==> config.mk <==
export PLATFORM = sky130hd
export DESIGN_NAME = div_iter_unit
export DESIGN_NICKNAME = d
export VERILOG_FILES = /design/src/rtl/div_iter_unit.sv
export SDC_FILE = /design/constraint.sdc
export NUM_CORES = 1
export LEC_CHECK = 0
export ABC_CLOCK_PERIOD_IN_PS = 8050
export CORE_MARGIN = 2
export CORE_UTILIZATION = 57
export DETAILED_ROUTE_END_ITERATION = 10
export GPL_TIMING_DRIVEN = 0
export PLACE_DENSITY = 0.83
export SYNTH_ARGS = -nofsm -noshare
export SYNTH_HDL_FRONTEND = slang
export SYNTH_SLANG_ARGS = --single-unit
==> constraint.sdc <==
create_clock -name clk -period 8.05 [get_ports clk]
set_input_delay 1.2075 -clock clk [delete_from_list [all_inputs] [get_ports clk]]
set_output_delay 1.2075 -clock clk [all_outputs]
set_load 0.03 [all_outputs]
==> src/rtl/div_iter_unit.sv <==
`default_nettype none
// ============================================================================
// Module      : div_iter_unit
// Description : Multi-cycle radix-2 restoring integer divider for the EX
//               stage. Serves MIPS DIV/DIVU requests, holds the pipeline via
//               div_stall and returns {remainder, quotient} for HI/LO.
// Revision    : 1.0 - initial release
// ============================================================================
module div_iter_unit #(
    parameter int WIDTH = 32
) (
    input  logic               clk,
    input  logic               rst,
    input  logic               flush,
    input  logic [WIDTH-1:0]   a,
    input  logic [WIDTH-1:0]   b,
    input  logic               valid,
    input  logic               sign,
    output logic               div_stall,
    output logic               ready,
    output logic [2*WIDTH-1:0] result
);

    localparam int                 c_CNT_W   = (WIDTH > 1) ? $clog2(WIDTH) : 1;
    localparam logic [c_CNT_W-1:0] c_LAST    = c_CNT_W'(WIDTH - 1);
    localparam logic [c_CNT_W-1:0] c_CNT_ONE = c_CNT_W'(1);

    localparam logic [1:0] c_IDLE = 2'd0;
    localparam logic [1:0] c_BUSY = 2'd1;
    localparam logic [1:0] c_DONE = 2'd2;

    logic [1:0]         r_state;
    logic [1:0]         w_state_nxt;
    logic               w_accept;
    logic               w_last;

    logic [c_CNT_W-1:0] r_count;
    logic [WIDTH-1:0]   r_rem;      // partial remainder
    logic [WIDTH-1:0]   r_quo;      // dividend bits shift out, quotient bits shift in
    logic [WIDTH-1:0]   r_div;      // divisor magnitude
    logic [WIDTH-1:0]   r_a_raw;    // original dividend, returned on divide by zero
    logic               r_dvz;
    logic               r_q_neg;
    logic               r_r_neg;
    logic [2*WIDTH-1:0] r_result;

    // Operand magnitudes; sign bits only matter for signed (DIV) requests
    logic               w_a_neg;
    logic               w_b_neg;
    logic [WIDTH-1:0]   w_a_mag;
    logic [WIDTH-1:0]   w_b_mag;

    assign w_a_neg = sign & a[WIDTH-1];
    assign w_b_neg = sign & b[WIDTH-1];
    assign w_a_mag = w_a_neg ? (-a) : a;
    assign w_b_mag = w_b_neg ? (-b) : b;

    // One restoring step: shift in the next dividend bit, trial-subtract,
    // keep the difference only when it did not borrow
    logic [WIDTH:0]     w_rem_sh;
    logic [WIDTH:0]     w_trial;
    logic               w_borrow;
    logic [WIDTH-1:0]   w_rem_step;
    logic [WIDTH-1:0]   w_quo_step;
    logic [WIDTH-1:0]   w_q_fix;
    logic [WIDTH-1:0]   w_r_fix;
    logic [2*WIDTH-1:0] w_result_nxt;

    assign w_rem_sh     = {r_rem, r_quo[WIDTH-1]};
    assign w_trial      = w_rem_sh - {1'b0, r_div};
    assign w_borrow     = w_trial[WIDTH];
    assign w_rem_step   = w_borrow ? w_rem_sh[WIDTH-1:0] : w_trial[WIDTH-1:0];
    assign w_quo_step   = {r_quo[WIDTH-2:0], ~w_borrow};
    assign w_q_fix      = r_q_neg ? (-w_quo_step) : w_quo_step;
    assign w_r_fix      = r_r_neg ? (-w_rem_step) : w_rem_step;
    // Divide by zero bypasses sign fixup: remainder = dividend, quotient = all ones
    assign w_result_nxt = r_dvz ? {r_a_raw, {WIDTH{1'b1}}} : {w_r_fix, w_q_fix};

    // State register
    always_ff @(posedge clk or posedge rst) begin
        if (rst) begin
            r_state <= c_IDLE;
        end else begin
            r_state <= w_state_nxt;
        end
    end

    // Next-state logic; flush aborts from any state and beats a new request
    always_comb begin
        w_state_nxt = r_state;
        w_accept    = 1'b0;
        w_last      = 1'b0;
        if (flush) begin
            w_state_nxt = c_IDLE;
        end else begin
            case (r_state)
                c_IDLE: begin
                    if (valid) begin
                        w_state_nxt = c_BUSY;
                        w_accept    = 1'b1;
                    end
                end
                c_BUSY: begin
                    if (r_count == c_LAST) begin
                        w_state_nxt = c_DONE;
                        w_last      = 1'b1;
                    end
                end
                // valid still high here belongs to the finished instruction
                c_DONE:  w_state_nxt = c_IDLE;
                default: w_state_nxt = c_IDLE;
            endcase
        end
    end

    // Datapath: latch operands on accept, iterate while busy, load result on last step
    always_ff @(posedge clk or posedge rst) begin
        if (rst) begin
            r_count  <= '0;
            r_rem    <= '0;
            r_quo    <= '0;
            r_div    <= '0;
            r_a_raw  <= '0;
            r_dvz    <= 1'b0;
            r_q_neg  <= 1'b0;
            r_r_neg  <= 1'b0;
            r_result <= '0;
        end else if (flush) begin
            r_count <= '0;
        end else if (w_accept) begin
            r_count <= '0;
            r_rem   <= '0;
            r_quo   <= w_a_mag;
            r_div   <= w_b_mag;
            r_a_raw <= a;
            r_dvz   <= (b == '0);
            r_q_neg <= w_a_neg ^ w_b_neg;
            r_r_neg <= w_a_neg;
        end else if (r_state == c_BUSY) begin
            r_count <= r_count + c_CNT_ONE;
            r_rem   <= w_rem_step;
            r_quo   <= w_quo_step;
            if (w_last) begin
                r_result <= w_result_nxt;
            end
        end
    end

    assign div_stall = ~rst & ~flush & (((r_state == c_IDLE) & valid) | (r_state == c_BUSY));
    assign ready     = (r_state == c_DONE) & ~flush;
    assign result    = r_result;

endmodule
`default_nettype wire

## After elaboration in Yosys (flattened, before gate mapping)

Index checks and enable logic that the tools add are counted.

| word-level totals | value |
|---|---|
| word-level logic and storage cells | 64 |
| bits in registers | 202 |

| cells by class | value |
|---|---|
| bitwise logic cells | 12 |
| add/subtract/negate cells | 6 |
| reduce and logical (&&, ||, !) cells | 8 |
| mux-type cells | 23 |
| equality and inequality tests | 5 |

Operators by type and width:

| kind | number |
|---|---|
| 2-to-1 mux 32 bit | 9 |
| negation 32 bit | 4 |
| 2-to-1 mux 64 bit | 1 |
| subtractor 33 x 32 -> 33 bit | 1 |
| logical NOT 32 bit | 1 |
| 2-to-1 mux 5 bit | 3 |
| bitwise AND 1 bit | 6 |
| 2-to-1 mux 1 bit | 6 |
| 2-to-1 mux 2 bit | 3 |
| inequality test 3 bit (second input constant) | 2 |
| AND reduction 2 bit | 3 |
| adder 5 x 1 -> 5 bit (second input constant) | 1 |
| == test 5 bit (second input constant) | 1 |
| NOT 1 bit | 4 |
| one-hot mux 2 bit (2 select lines) | 1 |
| AND reduction 4 bit | 1 |
| nonzero test 3 bit | 1 |
| == test 2 x 1 -> 1 bit (second input constant) | 1 |
| == test 2 bit (second input constant) | 1 |
| logical NOT 2 bit | 1 |
| nonzero test 2 bit | 1 |
| OR 1 bit | 1 |
| XOR 1 bit | 1 |

## Logic depth before layout (Yosys ltp)

Gate-level depths: netlist of the first run.

| depth | value |
|---|---|
| depth in word-level cells | 5 |
| mapped depth | 25 |
| gate-level depth less buffers | 22 |

## Least setup slack after synthesis of the first run

Ideal clock, no wire load.

| path | value |
|---|---|
| path type | reg-to-reg |
| start point | reg r_quo[31] |
| end point | reg r_result[62], in the netlist result[62] |
| arrival time | 4,961 ps |
| library setup time | 143 ps |
| path slack | 2,947 ps |
| cell stages (with the launch flop) | 25 |
| period minus slack after synthesis | 5,103 ps |
| data required time | 7,907 ps |
| cell sequence | dfrtp_1 -> inv_1 -> ha_1 -> inv_1 -> fa_1 -> a211oi_4 -> nor2_4 -> a21oi_2 -> o41a_1 -> nor3_4 -> o31a_1 -> nor2_2 -> inv_2 -> buf_4 -> buf_4 -> clkbuf_1 -> a21oi_1 -> ha_1 -> or4b_1 -> nor3_1 -> a41oi_2 -> nor3_1 -> and4bb_2 -> mux2i_1 -> a21oi_1 |

| between the ends | value |
|---|---|
| longest elaborated chain between the ends | 5 |

Ends and longest elaborated chain:

| element | RTL line | RTL |
|---|---|---|
| from (decl) | 39 | `logic [WIDTH-1:0] r_quo;` |
| from (signal assigned) | 133 | `r_quo <= w_a_mag;` |
| from (signal assigned) | 142 | `r_quo <= w_quo_step;` |
| subtractor 33 x 32 -> 33 bit | 70 | `assign w_trial = w_rem_sh - {1'b0, r_div};` |
| 2-to-1 mux 32 bit (*) | 72 | `assign w_rem_step = w_borrow ? w_rem_sh[WIDTH-1:0] : w_trial[WIDTH-1:0];` |
| negation 32 bit | 75 | `assign w_r_fix = r_r_neg ? (-w_rem_step) : w_rem_step;` |
| 2-to-1 mux 32 bit (*) | 75 |  |
| 2-to-1 mux 64 bit (*) | 77 | `assign w_result_nxt = r_dvz ? {r_a_raw, {WIDTH{1'b1}}} : {w_r_fix, w_q_fix};` |
| to (signal assigned) | 144 | `r_result <= w_result_nxt;` |
| to (decl) | 45 | `logic [2*WIDTH-1:0] r_result;` |

Mark *: on every way between the ends. The rest lies on a longest branch, timed or not.
A chain may end at the register's enable or synchronous reset.

## Worst setup path in the final report of the first run

| path | value |
|---|---|
| start point | reg r_quo[31] |
| end point | reg r_result[60], in the netlist result[60] |

The elaborated chain is that of the path after synthesis.

==> flow_metrics.env, run 1 <==
export IMPL_overflow=0
export IMPL_yosysMostFrequentCell="nand2_1"
export IMPL_p_leak_nw=6.87
export IMPL_synth_seq_cells=202
export IMPL_drtIter0Drc=1469
export IMPL_cts_buffers=24
export IMPL_dieArea_sq_mm=0.0247
export IMPL_wirelength_um=43200
export IMPL_status="complete, no violations"
export IMPL_root_buffer="clkbuf_16"
export IMPL_cts_setup_buffers=0
export IMPL_ios=135
export IMPL_synth_nets=1734
export IMPL_rsz0062_at_grt="no"
export IMPL_avgSynthCellArea_sq_um=8.22
export IMPL_cpPeakStageDelay_ps=560
export IMPL_hold_buffers=0
export IMPL_post_synth_most_frequent_cells="nand2_1, dfrtp_1, o21ai_0"
export IMPL_setup_violations_final=0
export IMPL_final_min_clock_period_ps=6830
export IMPL_register_area_sq_mm=0.00505
export IMPL_post_route_period_util_pct=84.8
export IMPL_fmax_mhz=146
export IMPL_worst_slew_pin_slew_ps=1170
export IMPL_n_antenna_cell=0
export IMPL_end_kind="flop"
export IMPL_yosysTopAreaCell="dfrtp_1"
export IMPL_drc_errors=0
export IMPL_utilization_pct=68.8
export IMPL_ys_flop_type="dfrtp_1"
export IMPL_clkTransAtPathRegs_ps=60
export IMPL_cts_repair_resized=0
export IMPL_r2r_end="result[60]"
export IMPL_async_reset_ff_share_pct=100
export IMPL_drive_above_1_share_pct=5.54
export IMPL_synth_edf_count=0
export IMPL_first_pass_iters=5
export IMPL_grt_pass1_vias=12300
export IMPL_viasPerCell=6.17
export IMPL_syn_instance_count=1626
export IMPL_worstPathMaxFanout=10
export IMPL_maxCapViolCount=0
export IMPL_detail_route_antenna_nets=0
export IMPL_seq_area_frac_synth_pct=37.8
export IMPL_grt_pass1_wl_um=67400
export IMPL_nNetsFinal=1896
export IMPL_peakVddDrop_mv=0.135
export IMPL_r2r_slack_ps=1220
export IMPL_cts_tree="yes"
export IMPL_via_count=13100
export IMPL_clk_insertion_delay_late_ps=540
export IMPL_skew_ps=20.9
export IMPL_fillers=1962
export IMPL_multi_input_area_sq_mm=0.00771
export IMPL_reg2reg_from="r_quo[31]"
export IMPL_crit_arrival_ps=7210
export IMPL_r2r_cells=25
export IMPL_die_x_um=157
export IMPL_yosys_warnings=0
export IMPL_grt_start_max_net_pins=133
export IMPL_slew_violations=0
export IMPL_ctsLongestPathBuffers=3
export IMPL_cp_slowest_cell="clkbuf_1"
export IMPL_grt_total_usage_pct=34.9
export IMPL_dp_hpwl_um=33000
export IMPL_core_area_sq_mm=0.0233
export IMPL_required_ps=8440
export IMPL_startpoint="r_quo[31]"
export IMPL_hold_ws_ps=474
export IMPL_synth_cell_types=83
export IMPL_relSlewSlack_pct=21.5
export IMPL_antenna_found_initial=0
export IMPL_powerDensity_mw_per_mm2=208
export IMPL_hold_class="flop to flop"
export IMPL_cts_sinks=202
export IMPL_critical_path_endpoint="result[60]"
export IMPL_cts_htree_levels=1
export IMPL_syn_cell_area_sq_mm=0.0134
export IMPL_critPathLaunchType="flop"
export IMPL_area_growth_syn_to_layout_pct=19.6
export IMPL_yosys_area_top_type_share_pct=37.8
export IMPL_portBuffers=133
export IMPL_start_util_pct=57.5
export IMPL_rows=56
export IMPL_place_congestion=0.995
export IMPL_die_height_um=157
export IMPL_wl_per_cell_um=20.3
export IMPL_final_hold_viol_count=0
export IMPL_yosys_top_cells_area="dfrtp_1, nand2_1, o21ai_0"
export IMPL_critPathKind="flop to flop"
-- sequential cells by signal (all words and copies together) (netlist names) --
register,count
result,64
r_rem,32
r_count,5
r_quo,32
r_dvz,1
r_a_raw,32
r_div,32
r_q_neg,1
r_r_neg,1
r_state,2
-- cell usage in the layout (no fill, tap or decap), types with 5 or more instances in the layout --
cell type          n
a211oi_1           6
a21o_1            12
a21oi_1          112
a22oi_1           11
a31oi_1           38
and2_1            13
and3_1             6
buf_1              5
buf_2              8
buf_4              5
clkbuf_1          72
clkbuf_16         24
clkdlybuf4s50_1  133
clkinv_2           8
dfrtp_1          202
ha_1              38
inv_1             54
mux2i_1           40
nand2_1          290
nand2b_1          13
nand3_1           19
nand3b_1           6
nand4_1            8
nor2_1           130
nor2b_1            9
nor3_1            30
nor4_1            12
o211ai_1           9
o21a_1            14
o21ai_0          161
o31ai_1           24
o41ai_1           11
or2_2              7
or3_1             19
or4_1             12
xnor2_1           77
xor2_1            63
-- cell type report --
type / instances / share of cell area, %
Buffer: 92 / 2.51
Tap cell: 319 / 2.50
Clock inverter: 16 / 1.26
Inverter: 57 / 1.38
Sequential cell: 202 / 31.6
Clock buffer: 28 / 3.97
Multi-Input combinational cell: 1275 / 48.2
Timing Repair Buffer: 136 / 8.57
-- layer usage --
| metal | vias to the layer above | wire length (um) | GRT usage [%] |
|---|---|---|---|
| met4 | 0 | 1290 | 10.8 |
| met2 | 794 | 18800 | 53.1 |
| met1 | 6184 | 18400 | 50.8 |
| met5 | - | 0 | 0 |
| li1 | 6030 | - | - |
| met3 | 111 | 4700 | 6.39 |
-- kinds of logic after synthesis --
| logic type | Yosys count | share of synthesized area, % |
|---|---|---|
| adders and majority gates | 39 | 3.71 |
| buffers and inverters | 149 | 4.60 |
| xor gates and xnor gates | 140 | 9.17 |
| muxes | 43 | 3.25 |
| and+or+nand+nor | 601 | 20.6 |
| DFF | 202 | 37.8 |
| AOI/OAI and AO/OA | 452 | 20.9 |
-- critical path, delay by kind of cell (launching register included) --
family / cells / cell delay (ps)
AO/OA/AOI/OAI: 7 / 1820
flip-flops: 1 / 430
AND/OR/NAND/NOR: 8 / 1650
multiplexers: 1 / 440
adder cells (fa/ha/maj): 3 / 980
buffers and inverters: 6 / 1350
-- worst min-delay path by stage --
stage / start / endpoint / slack, ps / depth (start not counted)
6_report: r_div[4] / r_div[4] / 470 / 2
5_1_grt: r_a_raw[26] / r_a_raw[26] / 490 / 2
4_1_cts: result[31] / result[31] / 480 / 2
3_5_place_dp: result[31] / result[31] / 460 / 2
3_3_place_gp: r_a_raw[29] / r_a_raw[29] / 450 / 2
2_1_floorplan: r_a_raw[29] / r_a_raw[29] / 440 / 2
-- per-stage QoR --
stage,worst slack [ps],TNS [ps],cells,power (mW),area (sq um)
after global placement,-1200,-237390,2078,2.12,15100
after CTS,1530,0,2124,3.30,16000
after global routing,1060,0,2125,3.47,16000
after detailed placement,1630,0,2080,2.15,15100
final,1220,0,2125,3.33,16000
after floorplan,1330,0,1626,1.87,13400
-- power by group --
part | total, mW | internal, mW | switching [mW]
clock network | 1.17 | 0.697 | 0.468
logic | 0.908 | 0.347 | 0.561
registers | 1.26 | 1.13 | 0.125
total | 3.33 | 2.17 | 1.15
Power figures use the tool's default switching activity.
==> inputs of run 2 (changes only) <==
ABC_CLOCK_PERIOD_IN_PS = 5700   (was 8050)
CORE_UTILIZATION = 53   (was 57)
PLACE_DENSITY = 0.81   (was 0.83)
clock period = 5.7 ns   (was 8.05 ns; I/O delays follow)
==> flow_metrics.env, run 2 (synthesis gave the netlist of run 1 again) <==
export IMPL_final_cell_mix="nand2_1, dfrtp_1, o21ai_0"
export IMPL_rsz0062_at_grt="no"
export IMPL_seqPwrFrac_pct=37.9
export IMPL_p_leak_nw=6.89
export IMPL_ctsLongestPathBuffers=3
export IMPL_fin_area_sq_mm=0.0162
export IMPL_multi_input_area_sq_mm=0.00781
export IMPL_rows=58
export IMPL_required_ps=6100
export IMPL_ios=135
export IMPL_die_x_um=163
export IMPL_cts_htree_levels=1
export IMPL_powerDensity_mw_per_mm2=289
export IMPL_wl_met1_um=18600
export IMPL_largest_reg_flops=64
export IMPL_combPwrFrac_pct=28.0
export IMPL_register_area_sq_mm=0.00506
export IMPL_n_antenna_cell=0
export IMPL_peakVddDrop_mv=0.243
export IMPL_drc_errors=0
export IMPL_grt_start_max_net_pins=42
export IMPL_nNetsFinal=1900
export IMPL_grt_pass1_vias=12500
export IMPL_setup_violations_final=0
export IMPL_relSlewSlack_pct=-0.267
export IMPL_via_count=13300
export IMPL_skew_ps=20.6
export IMPL_wl_met3_um=4350
export IMPL_violations="max-capacitance violations, max-slew violations"
export IMPL_hold_buffers=0
export IMPL_intPower_mw=3.07
export IMPL_p_sw_mw=1.61
export IMPL_worst_slew_pin_slew_ps=1470
export IMPL_cp_slowest_cell="or4_1"
export IMPL_cts_buffers=24
export IMPL_place_congestion=0.967
export IMPL_path_buf_inv=4
export IMPL_maxCapViolCount=1
export IMPL_clkTransAtPathRegs_ps=60
export IMPL_path_delay_family="simple AND/OR/NAND/NOR gates"
export IMPL_met2_length_um=18600
export IMPL_wl_per_cell_um=20.2
export IMPL_core_area_sq_mm=0.0250
export IMPL_antenna_found_initial=1
export IMPL_dp_hpwl_um=33100
export IMPL_utilization_pct=64.8
export IMPL_wirelength_um=43200
export IMPL_post_route_period_util_pct=96.8
export IMPL_p_clk_share_pct=34.1
export IMPL_hold_class="flop to flop"
export IMPL_clk_insertion_delay_late_ps=540
export IMPL_path_cells="ha_1 > clkbuf_1 > nand2_1 > o211ai_1 > a31oi_1 > a31oi_1 > or4_1 > o221ai_4 > nor2_2 > inv_2 > buf_4 > buf_6 > mux2i_4 > ha_4 > or4b_1 > nor3_4 > a41oi_4 > nor3_4 > a41oi_1 > mux2i_2 > nand3_1"
export IMPL_end_kind="flop"
export IMPL_drtIter0Drc=1449
export IMPL_p_sw_share_pct=34.4
export IMPL_die_height_um=163
export IMPL_place_ws_ps=-781
export IMPL_viasPerCell=6.20
export IMPL_area_growth_syn_to_layout_pct=21.0
export IMPL_grt_total_usage_pct=32.5
export IMPL_fmax_mhz=181
export IMPL_portBuffers=133
export IMPL_first_pass_iters=6
export IMPL_detail_route_antenna_nets=0
export IMPL_status="finished with violations"
export IMPL_dieArea_sq_mm=0.0265
export IMPL_slew_violations=1
export IMPL_start_util_pct=53.6
export IMPL_overflow=0
export IMPL_setup_slack_ps=185
export IMPL_crit_arrival_ps=5920
export IMPL_final_min_clock_period_ps=5520
export IMPL_cts_tree="yes"
export IMPL_top_layer_used="met4"
export IMPL_root_buffer="clkbuf_16"
export IMPL_drive_above_1_share_pct=6.14
export IMPL_cpPeakStageDelay_ps=530
export IMPL_final_hold_viol_count=0
export IMPL_final_common_cell="nand2_1"
export IMPL_worstPathMaxFanout=10
export IMPL_grt_pass1_wl_um=68200
export IMPL_placed_cell_area_sq_mm=0.0152
export IMPL_critPathLaunchType="flop"
export IMPL_fillers=2158
export IMPL_critPathKind="flop to flop"
export IMPL_cts_sinks=202
run 2: cell types whose count changed in the layout (fill, tap and decap cells not counted), sizes merged:
cell      change
clkinvlp      +3
buf           +6
clkinv        -8
inv           -2
clkbuf        +5
bufinv        -2
run 2: worst register-to-register path, stage by stage (launching register included):
cell and delay, ps:
dfrtp_1 480, ha_1 340, clkbuf_1 200, nand2_1 140, o211ai_1 110, a31oi_1 270
a31oi_1 160, or4_1 530, o221ai_4 210, nor2_2 80, inv_2 150, buf_4 240
buf_6 200, mux2i_4 320, ha_4 220, or4b_1 520, nor3_4 180, a41oi_4 110
nor3_4 290, a41oi_1 180, mux2i_2 340, nand3_1 120
run 2: layout make-up:
| cell class | instances | share of cell area, % |
|---|---|---|
| inverter | 57 | 1.35 |
| sequential | 202 | 31.2 |
| buffer | 91 | 2.54 |
| timing repair buffer | 141 | 9.01 |
| tap | 330 | 2.55 |
| clock buffer | 35 | 4.40 |
| multi-input combinational | 1275 | 48.3 |
| clock inverter | 7 | 0.642 |
run 2: what timing repair did:
item	CTS	global route
pin swaps	4	5
setup buffers	1	1
endpoints found under the hold margin	0	0
resized for setup	9	12
gates cloned	0	0
setup endpoints to repair	16	14
run 2: power groups by stage:
stage / sequential (mW) / clock (mW) / combinational [mW]
after floorplan: 1.73 / 0 / 0.906
after global placement: 1.78 / 0 / 1.21
after detailed placement: 1.78 / 0 / 1.25
after CTS: 1.76 / 1.59 / 1.26
after global routing: 1.79 / 1.65 / 1.44
final: 1.77 / 1.59 / 1.31
run 2: stage by stage:
stage	power, mW	instances	hold slack, ps	TNS (ps)
floorplan	2.64	1626	437	0
global placement	2.98	2089	455	-6330
detailed placement	3.03	2095	463	-7410
CTS	4.61	2137	480	-1.20
global route	4.89	2138	496	0
finish	4.67	2138	475	0
run 2: path summary, 6_finish.rpt:
path	start	endpoint	slack, ps	cells after the start
worst max-delay path	r_rem[17]	result[60]	180	21
worst max register to register	r_rem[17]	result[60]	180	21
min in group asynchronous	rst	result[41]	800	2
max in group asynchronous	rst	r_rem[23]	4000	4
worst min-delay path	result[2]	result[2]	470	2
worst min register to register	result[2]	result[2]	470	2
run 2: layer usage:
layer,up-vias,GRT usage [%]
li1,6032,-
met5,-,0
met1,6333,47.0
met3,135,5.98
met4,0,11.2
met2,751,49.1
==> inputs of run 3 (changes only) <==
RECOVER_POWER = 50   (was default)
SLEW_MARGIN = 20   (was default)
==> flow_metrics.env, run 3 (synthesis gave the netlist of run 1 again) <==
export IMPL_r2r_end="result[42]"
export IMPL_peakVddDrop_mv=0.230
export IMPL_report_power_total_mw=4.70
export IMPL_dp_hpwl_um=33100
export IMPL_largest_reg_flops=64
export IMPL_skew_ps=15.2
export IMPL_grt_pass1_wl_um=68200
export IMPL_tns_ps=0
export IMPL_first_pass_iters=5
export IMPL_worstPathMaxFanout=19
export IMPL_core_area_sq_mm=0.0250
export IMPL_root_buffer="clkbuf_16"
export IMPL_place_congestion=0.967
export IMPL_slew_violations=137
export IMPL_area_growth_syn_to_layout_pct=20.8
export IMPL_r2r_slack_ps=130
export IMPL_die_x_um=163
export IMPL_cts_sinks=202
export IMPL_drc_errors=0
export IMPL_setup_violations_final=0
export IMPL_grt_total_usage_pct=32.5
export IMPL_final_cell_mix="nand2_1, dfrtp_1, o21ai_0"
export IMPL_dieArea_sq_mm=0.0265
export IMPL_cts_buffers=24
export IMPL_final_hold_viol_count=0
export IMPL_post_route_period_util_pct=97.8
export IMPL_drive_above_1_share_pct=6.07
export IMPL_hold_class="flop to flop"
export IMPL_cts_tree="yes"
export IMPL_end_kind="flop"
export IMPL_maxCapViolCount=5
export IMPL_violations="max-capacitance violations, max-slew violations"
export IMPL_rows=58
export IMPL_wirelength_um=43500
export IMPL_grt_pass1_vias=12500
export IMPL_clk_insertion_delay_late_ps=530
export IMPL_critPathKind="flop to flop"
export IMPL_ctsLongestPathBuffers=3
export IMPL_viasPerCell=6.21
export IMPL_place_ws_ps=-718
export IMPL_fin_cells=2143
export IMPL_die_height_um=163
export IMPL_worst_slew_pin_slew_ps=1920
export IMPL_start_util_pct=53.6
export IMPL_grt_start_max_net_pins=35
export IMPL_ios=135
export IMPL_p_leak_nw=6.99
export IMPL_dp_cells=2096
export IMPL_status="finished with violations"
export IMPL_setup_slack_ps=127
export IMPL_antenna_found_initial=1
export IMPL_hold_buffers=0
export IMPL_nNetsFinal=1903
export IMPL_relSlewSlack_pct=-28.0
export IMPL_required_ps=6170
export IMPL_n_antenna_cell=0
export IMPL_placed_cell_area_sq_mm=0.0153
export IMPL_whs_path_depth=2
export IMPL_hold_end="result[2]"
export IMPL_detail_route_antenna_nets=0
export IMPL_portBuffers=133
export IMPL_drtIter0Drc=1293
export IMPL_r2r_cells=25
export IMPL_critPathLaunchType="flop"
export IMPL_wl_per_cell_um=20.3
export IMPL_reg2reg_from="r_quo[31]"
export IMPL_overflow=0
export IMPL_min_from="result[2]"
export IMPL_via_count=13300
export IMPL_crit_arrival_ps=6040
export IMPL_powerDensity_mw_per_mm2=291
export IMPL_final_common_cell="nand2_1"
export IMPL_clkTransAtPathRegs_ps=60
export IMPL_cts_htree_levels=1
export IMPL_hold_ws_ps=464
export IMPL_fmax_mhz=179
export IMPL_fin_area_sq_mm=0.0161
export IMPL_final_min_clock_period_ps=5570
export IMPL_utilization_pct=64.7
## run 3: cell count changes in the layout (fill, tap and decap cells not counted), moves of 2 or more
cell             delta
clkinvlp_4          -4
clkbuf_1            +7
buf_12              -4
clkinv_2            +2
clkdlybuf4s50_1    -30
dlygate4sd3_1      +30
## run 3: timing repair
| action | in CTS | in global routing |
|---|---|---|
| setup buffers | 1 | 3 |
| resized for setup | 9 | 14 |
| setup endpoints to repair | 16 | 15 |
| pin swaps | 2 | 5 |
## run 3: final cells by class
cell class,instances,area [sq um]
plain buffers,91,420
clock buffers,37,719
clock inverters,7,121
repair buffers,144,1400
well taps,330,413
inverters,57,215
flip-flops and latches,202,5060
multi-input cells,1275,7800
fillers,2124,8820
## run 3: worst max-delay path by stage
stage,from,to,slack (ps),cells past startpoint
finish,r_quo[31],result[42],130,25
global route,r_quo[31],result[60],-10,25
CTS,r_quo[31],result[56],0.3,23
detailed placement,r_quo[31],result[60],-720,25
global placement,r_quo[31],result[60],-680,25
floorplan,r_quo[31],result[62],600,24
## run 3: where the power goes
part / switching, mW / total, mW / internal [mW]
sequential: 0.173 / 1.77 / 1.60
clock: 0.627 / 1.63 / 1.00
combinational: 0.799 / 1.30 / 0.506
total: 1.60 / 4.70 / 3.11
## run 3: per-layer routing
layer / vias up / part of all wire [%] / track usage, %
met1: 6360 / 42 / 46.5
met2: 786 / 43 / 48.0
met4: 0 / 3.8 / 12.3
met3: 118 / 11 / 7.46
met5: - / 0 / 0
li1: 6048 / - / -
## run 3: worst max-delay path, cell delays in order (launching register included)
cell      delay (ps)
dfrtp_2          440
inv_1             70
ha_1             210
inv_1             70
fa_2             280
a211oi_4         100
nor2_4           150
a21oi_2           90
o41a_1           400
buf_4            160
nor3_4           250
o31a_1           230
nor2_2            80
inv_2            170
buf_6            200
buf_12           190
nor2_1            80
a21oi_2          250
ha_4             220
or4b_1           530
nor3_4           200
a41oi_4          110
o21ai_0          310
xnor2_1          150
o21ai_0          360
o21a_1           180
